## config.mk

```make
export PLATFORM = sky130hd
export DESIGN_NAME = alu_mul_seq
export DESIGN_NICKNAME = d
export VERILOG_FILES = /design/src/rtl/alu_mul_seq.sv
export SDC_FILE = /design/constraint.sdc
export NUM_CORES = 1
export LEC_CHECK = 0
export CAP_MARGIN = 0
export CELL_PAD_IN_SITES_DETAIL_PLACEMENT = 0
export CELL_PAD_IN_SITES_GLOBAL_PLACEMENT = 1
export CORE_AREA = 2 2 133 135
export CTS_CLUSTER_DIAMETER = 50
export DETAILED_ROUTE_END_ITERATION = 16
export DIE_AREA = 0 0 135 137
export GPL_TIMING_DRIVEN = 1
export HOLD_SLACK_MARGIN = 0.06
export PLACE_DENSITY_LB_ADDON = 0.1
export SLEW_MARGIN = 20
export SYNTH_ARGS = -nofsm -noshare
export SYNTH_HDL_FRONTEND = slang
export SYNTH_SLANG_ARGS = --single-unit
```

## constraint.sdc

```tcl
create_clock -name clk -period 1.95 [get_ports clk]
set_clock_uncertainty 0.05 [all_clocks]
set_input_delay 0.195 -clock clk [delete_from_list [all_inputs] [get_ports clk]]
set_output_delay 0.195 -clock clk [all_outputs]
set_load 0.02 [all_outputs]
```

## src/rtl/alu_mul_seq.sv

```systemverilog
// alu_mul_seq: shift-and-add multiply sequencer that borrows the execute-stage ALU.
// Produces the low XLEN bits of req_a*req_b, one ADD and one SHIFT cycle per multiplier bit.
//   clk, rst            clock, synchronous active-high reset
//   req_valid/ready     request handshake; req_a multiplicand, req_b multiplier
//   resp_valid/ready    response handshake; resp_data product (low word)
//   alu_own             sequencer owns the ALU this cycle (datapath mux select)
//   alu_in1/in2/op      operands and opcode driven to the ALU while owned
//   alu_out             combinational ALU result, same cycle
module alu_mul_seq #(
  parameter int XLEN = 32,
  parameter int ITER = 32
) (
  input  logic            clk,
  input  logic            rst,
  input  logic            req_valid,
  output logic            req_ready,
  input  logic [XLEN-1:0] req_a,
  input  logic [XLEN-1:0] req_b,
  output logic            resp_valid,
  input  logic            resp_ready,
  output logic [XLEN-1:0] resp_data,
  output logic            alu_own,
  output logic [XLEN-1:0] alu_in1,
  output logic [XLEN-1:0] alu_in2,
  output logic [3:0]      alu_op,
  input  logic [XLEN-1:0] alu_out
);

  localparam int CNT_W = $clog2(ITER);

  localparam logic [3:0] OP_ADD = 4'b0010;
  localparam logic [3:0] OP_SLL = 4'b0011;
  localparam logic [3:0] OP_NOP = 4'b0000;

  typedef enum logic [1:0] {
    IDLE  = 2'd0,
    ADD   = 2'd1,
    SHIFT = 2'd2,
    DONE  = 2'd3
  } state_t;

  state_t           state;
  logic [XLEN-1:0]  acc;
  logic [XLEN-1:0]  mcand;
  logic [XLEN-1:0]  mplier;
  logic [CNT_W-1:0] cnt;

  logic last_iter;
  assign last_iter = (cnt == CNT_W'(ITER - 1));

  always_ff @(posedge clk) begin
    if (rst) begin
      state  <= IDLE;
      acc    <= '0;
      mcand  <= '0;
      mplier <= '0;
      cnt    <= '0;
    end else begin
      case (state)
        IDLE: begin
          if (req_valid) begin
            acc    <= '0;
            mcand  <= req_a;
            mplier <= req_b;
            cnt    <= '0;
            state  <= ADD;
          end
        end
        ADD: begin
          acc   <= alu_out;
          state <= SHIFT;
        end
        SHIFT: begin
          // ALU performs mcand<<1; multiplier shift stays local
          mcand  <= alu_out;
          mplier <= {1'b0, mplier[XLEN-1:1]};
          cnt    <= cnt + CNT_W'(1);
          state  <= last_iter ? DONE : ADD;
        end
        DONE: begin
          if (resp_ready) begin
            state <= IDLE;
          end
        end
        default: state <= IDLE;
      endcase
    end
  end

  always_comb begin
    req_ready  = 1'b0;
    resp_valid = 1'b0;
    resp_data  = '0;
    alu_own    = 1'b0;
    alu_in1    = '0;
    alu_in2    = '0;
    alu_op     = OP_NOP;
    case (state)
      IDLE: begin
        req_ready = 1'b1;
      end
      ADD: begin
        alu_own = 1'b1;
        alu_op  = OP_ADD;
        alu_in1 = acc;
        alu_in2 = mplier[0] ? mcand : '0;
      end
      SHIFT: begin
        alu_own = 1'b1;
        alu_op  = OP_SLL;
        alu_in1 = mcand;
        alu_in2 = XLEN'(1);
      end
      DONE: begin
        resp_valid = 1'b1;
        resp_data  = acc;
      end
      default: ;
    endcase
  end

endmodule

```

Word level (Yosys, flattened, before mapping)
Cells that the tools add are included.
{"block": "op_classes", "eq_ne": 6, "multipliers": 0, "div_mod_pow": 0, "bitwise": 0, "addsub": 1, "magnitude_cmp": 0, "muxes": 20, "reduce_logical": 7, "shift": 0}
{"op": "$pmux W32 S2", "count": 5}
{"op": "$mux W32", "count": 5}
{"op": "$pmux W5 S2", "count": 1}
{"op": "$pmux W2 S4", "count": 1}
{"op": "$mux W2", "count": 3}
{"op": "$reduce_and A2 Y1", "count": 3}
{"op": "$add A5 B1 Y5 const B", "count": 1}
{"op": "$eq A5 B5 Y1 const B", "count": 1}
{"op": "$mux W5", "count": 1}
{"op": "$eq A2 B2 Y1 const B", "count": 2}
{"op": "$ne A2 B2 Y1 const B", "count": 2}
{"op": "$pmux W2 S2", "count": 1}
{"op": "$reduce_bool A2 Y1", "count": 2}
{"op": "$mux W1", "count": 3}
{"op": "$eq A2 B1 Y1 const B", "count": 1}
{"op": "$logic_not A2 Y1", "count": 1}
{"op": "$reduce_or A2 Y1", "count": 1}
{"block": "totals", "latch_bits": 0, "input_bits": 100, "mem_bits_ro": 0, "elab_cells": 39, "out_inout_bits": 103, "ff_bits": 103, "mem_count": 0, "ramBits": 0}

Depth between registers and ports, before layout
{"block": "logic_depth", "depth_word": 3, "mapped_depth": 8, "ltp_nobuf": 5}

Worst setup path before layout
OpenSTA, ideal clock, no wires.
{"block": "synth_timing", "path_type": "reg2out", "from": "reg state[0]", "to": "out alu_in1[0]", "path_slack_ns": -0.050, "path_buffers": 2, "path_stages_with_launch": 7, "required_time_ns": 1.705, "arrival_ns": 1.755, "path_cell_list": "dfxtp_1 > inv_1 > ha_1 > and2_1 > clkbuf_1 > clkbuf_1 > a22o_1"}
{"block": "synth_between", "elab_chain_cells": 2, "word_cells_on_any_way": 3, "classes_between": "2 x eq/ne; 1 x mux"}
{"item": "start: declaration", "line": "42", "source": "state_t state;"}
{"item": "start signal: assignment", "line": "78", "source": "state <= last_iter ? DONE : ADD;"}
{"item": "$eq A2 B2 Y1 / $eq A2 B1 Y1 (equally long branches)", "line": "98", "source": "case (state)"}
{"item": "$pmux W32 S2 (*)", "line": "98"}
{"item": "end: declaration", "line": "23", "source": "output logic [XLEN-1:0] alu_in1,"}
Every way passes the cells marked *; elsewhere a longest branch is shown, timed or not.

Final worst setup path
{"block": "layout_timing", "from": "reg state[0]", "to": "out alu_in2[28]"}
{"block": "layout_between", "elab_chain_cells": 2, "word_cells_on_any_way": 3, "classes_between": "2 x eq/ne; 1 x mux"}
{"item": "$eq A2 B2 Y1 / $eq A2 B1 Y1 (equally long branches)", "line": "98"}
{"item": "$pmux W32 S2 (*)", "line": "98"}
{"item": "end: declaration", "line": "24", "source": "output logic [XLEN-1:0] alu_in2,"}
Marks and branches as above.

==> results_tabular.tex <==
\begin{tabular}{lr}
\hline
Metric & Value \\
\hline
\multicolumn{2}{l}{\textbf{Global routing}} \\
\quad Global-route wire length before repair & 26.94 mm \\
\quad Pin count of the biggest net entering global routing & 35 \\
\quad Global router's overall resource usage & 18.71\% \\
\quad Antenna violations before repair & 0 \\
\quad Via count of the first global-routing pass & 5004 \\
\quad GR Overflow Total & 0 \\
\multicolumn{2}{l}{\textbf{Clock tree}} \\
\quad Clock latency on the worst-skew pair & 350 ps \\
\quad CTS clk-pin slew, worst paths & 70 ps \\
\quad Number of sinks handled by clock tree synthesis & 103 \\
\quad CTS tree & built \\
\quad Level count of the clock H-tree & 3 \\
\quad Buffers from clock root to sink, at most & 2 \\
\quad Num CTS Buffers & 9 \\
\quad Clock root buffer & clkbuf\_16 \\
\multicolumn{2}{l}{\textbf{Floorplanning}} \\
\quad Initial Utilization & 32.64\% \\
\quad Die Footprint & 18500 sq um \\
\quad Count of standard-cell rows & 48 \\
\quad Core area & 17060 sq um \\
\quad Io pins & 203 \\
\quad Die height & 137 um \\
\quad Die span in x & 135 um \\
\multicolumn{2}{l}{\textbf{Pwr}} \\
\quad Power per standard cell area & 1120 nW/um\^{}2 \\
\quad Power consumption & 9.455 mW \\
\quad P\_leak & 3.282 nW \\
\quad Maximum vdd ir drop & 481.3 uV \\
\multicolumn{2}{l}{\textbf{Worst setup path}} \\
\quad Maximum fanout along the worst path & 6 \\
\quad Worst setup path endpoint & alu\_in2[28] \\
\quad Crit Path Class & flip-flop to output port \\
\quad Worst Path Arrival & 1820 ps \\
\quad Data required, critical path & 1700 ps \\
\quad Worst r2r src & state[0] \\
\quad Endpoint of the worst-slack reg-to-reg timing path & cnt[3] \\
\quad Number of cell instances on the worst register-to-register path & 8 \\
\quad First element of the critical path & state[0] \\
\quad Startpoint class of the critical path & flip-flop \\
\quad Worst reg-to-reg setup slack & 140 ps \\
\quad Kind of end point of the critical path & output port \\
\multicolumn{2}{l}{\textbf{Logic synthesis}} \\
\quad Cell type with the highest aggregate area in the netlist & dfxtp\_1 \\
\quad Synthesized area per cell & 9.326 sq um \\
\quad Xor and xnor fraction of the mapped netlist area & 0\% \\
\quad Seq cells post-synth & 103 \\
\quad Instance count of the mapped netlist & 597 \\
\quad Portion of synthesized cell area occupied by the leading cell type & 37.03\% \\
\quad Combinational family with the most area after synthesis & compound AO/OA/AOI/OAI gates \\
\quad Dominant cells by area after synthesis & dfxtp\_1 (37\%), a211oi\_2 (14\%), mux2i\_1 (12\%), a22o\_1 (5.0\%), nor2\_1 (4.4\%) \\
\quad Syn Std Cell Area & 5568 sq um \\
\quad Fraction of synthesized area in multiplexers & 12.16\% \\
\quad Count of synthesis-stage warnings from yosys & 0 \\
\quad Area share of fa/ha/maj cells after synthesis & 1.573\% \\
\quad Proportion of synthesized chip area in sequential cells & 37.03\% \\
\quad Compound-gate portion of the synthesized area & 23.62\% \\
\quad Area share of and/or/nand/nor cells after synthesis & 18.61\% \\
\quad Unique cell type count in the Yosys netlist & 30 \\
\multicolumn{2}{l}{\textbf{STA}} \\
\quad Actual slew at the worst max-slew pin & 524.6 ps \\
\quad Slew HR & 65.03\% \\
\quad Time the final worst path needs with I/O delays and setup & 2068 ps \\
\quad Worst slack on hold paths & 257.2 ps \\
\quad Setup repair after global routing missed its margin & true \\
\quad Number of failing hold endpoints at the final stage & 0 \\
\quad Setup violations, final & 60 \\
\quad Total negative slack & -3216 ps \\
\quad Max Transition Viols Final & 0 \\
\quad Post-route setup slack & -117.9 ps \\
\quad Highest Clock Rate & 483.6 MHz \\
\quad Ratio of final minimum period to clock period & 106.0\% \\
\multicolumn{2}{l}{\textbf{Place}} \\
\quad Weighted congestion at the end of routability-driven global placement & 0.7438 \\
\quad Worst setup slack after placement & -252.9 ps \\
\quad PortBufs & 200 \\
\quad Half-perimeter wire length after placement & 12.34 mm \\
\multicolumn{2}{l}{\textbf{Layout}} \\
\quad Finished Core Util & 49.48\% \\
\quad Share of post-route cells with drive strength above 1 & 30.43\% \\
\quad Most common cell after layout, fill and taps aside & dfxtp\_1 \\
\quad Diodes inserted & 0 \\
\quad Net count reported at finish & 894 \\
\quad Layout overhead on the synthesized area & 51.57\% \\
\quad Most frequent cells in the layout & dfxtp\_1 (101), clkdlybuf4s50\_1 (98), nor2\_1 (65) \\
\quad Fill cell total of the finished layout & 1609 \\
\multicolumn{2}{l}{\textbf{Drt}} \\
\quad Starting DRT DRC Count & 192 \\
\quad Overall via count from detail\_route & 5105 \\
\quad Final ANT Viol Nets & 0 \\
\quad Aggregate routed wire length & 17.77 mm \\
\quad Router iterations before antenna repair & 4 \\
\quad Vias per cell & 5.020 \\
\quad Routed length per placed instance & 17.47 um \\
\quad DRC viols & 0 \\
\multicolumn{2}{l}{\textbf{Job}} \\
\quad Max capacitance violation total & 0 \\
\multicolumn{2}{l}{\textbf{Outcome}} \\
\quad Violations in the final reports & setup timing \\
\quad Run status & complete, but fails checks \\
\multicolumn{2}{l}{\textbf{Min path}} \\
\quad Classification of the worst-slack hold path & input pin to flip-flop \\
\hline
\end{tabular}
area by class of cell:
cell class,count,area (sq um),area share [%]
Multi-Input combinational cell,426,3232,38.30
Timing Repair Buffer,244,2439,28.90
Sequential cell,103,2064,24.46
Tap cell,225,281.5,3.336
Clock buffer,10,229.0,2.713
Clock inverter,6,180.2,2.135
Inverter,3,13.76,0.1631
registers in the layout, summed over array words and instances (netlist names):
signal / flops
state: 2
acc: 32
cnt: 5
mcand: 32
mplier: 32
per-layer routing:
layer | track usage (%) | vias up | wire, um | part of all wire, %
met1 | 23.04 | 2434 | 7747 | 44
met5 | 0 | - | 0 | 0
met3 | 4.222 | 19 | 1108 | 6.2
li1 | - | 2505 | - | -
met2 | 32.12 | 147 | 8598 | 48
met4 | 6.655 | 0 | 312 | 1.8
through the flow:
stage / instance area (sq um) / std cells
after floorplan: 5572 / 598
after global placement: 7933 / 991
after detailed placement: 7933 / 991
after CTS: 8305 / 1015
after global routing: 8439 / 1017
final: 8439 / 1017
report_power, final:
group	total, mW	internal (mW)	switching, mW
Combinational	4.05	1.84	2.21
Sequential	2.94	2.59	0.346
Clock	2.47	1.64	0.823
cell families (layout without fill, tap and decap cells):
| kind of cell | count (synthesis) | count (layout) |
|---|---|---|
| other | 1 | 2 |
| buffers and inverters | 69 | 263 |
| multiplexers | 67 | 67 |
| AO/OA/AOI/OAI | 139 | 139 |
| flip-flops | 103 | 103 |
| adder cells (fa/ha/maj) | 7 | 7 |
| AND/OR/NAND/NOR | 211 | 211 |
worst min path at each step:
stage | depth (start not counted) | from | end
after floorplan | 2 | req_b[31] | mplier[31]
after detailed placement | 2 | acc[29] | acc[29]
after global placement | 2 | acc[31] | acc[31]
final | 2 | rst | cnt[4]
after CTS | 2 | rst | cnt[4]
after global routing | 2 | rst | cnt[1]
synthesized netlist by cell type:
cell type and instances:
nand4b_1 1, a32oi_1 2, ha_1 7, buf_2 18
nand2b_1 3, a22o_1 32, dfxtp_1 103, nand3_1 32
a311oi_1 1, clkbuf_1 23, nand3b_1 3, nor3_1 1
nor3b_1 1, o32ai_2 1, mux2_2 1, a21oi_1 37
nand2_1 35, mux2_4 1, nor2_1 65, buf_1 6
buf_6 9, and3_1 33, buf_4 10, and2_1 34
conb_1 1, nor2b_1 3, mux2i_1 65, a211oi_2 63
inv_1 3, a31oi_1 3
critical path, cell delays in order (launching register included):
cell	delay, ps
dfxtp_2	340
inv_2	60
ha_4	280
and2_4	240
buf_6	130
buf_2	130
and3_1	170
buf_4	140
timing repair:
item,in CTS,in global routing
gates cloned,4,0
setup endpoints to repair,109,130
hold buffers,0,0
pin swaps,4,17
gates resized for setup,382,131
buffers inserted,4,3
No activity file was read; power rests on OpenSTA's default activity.
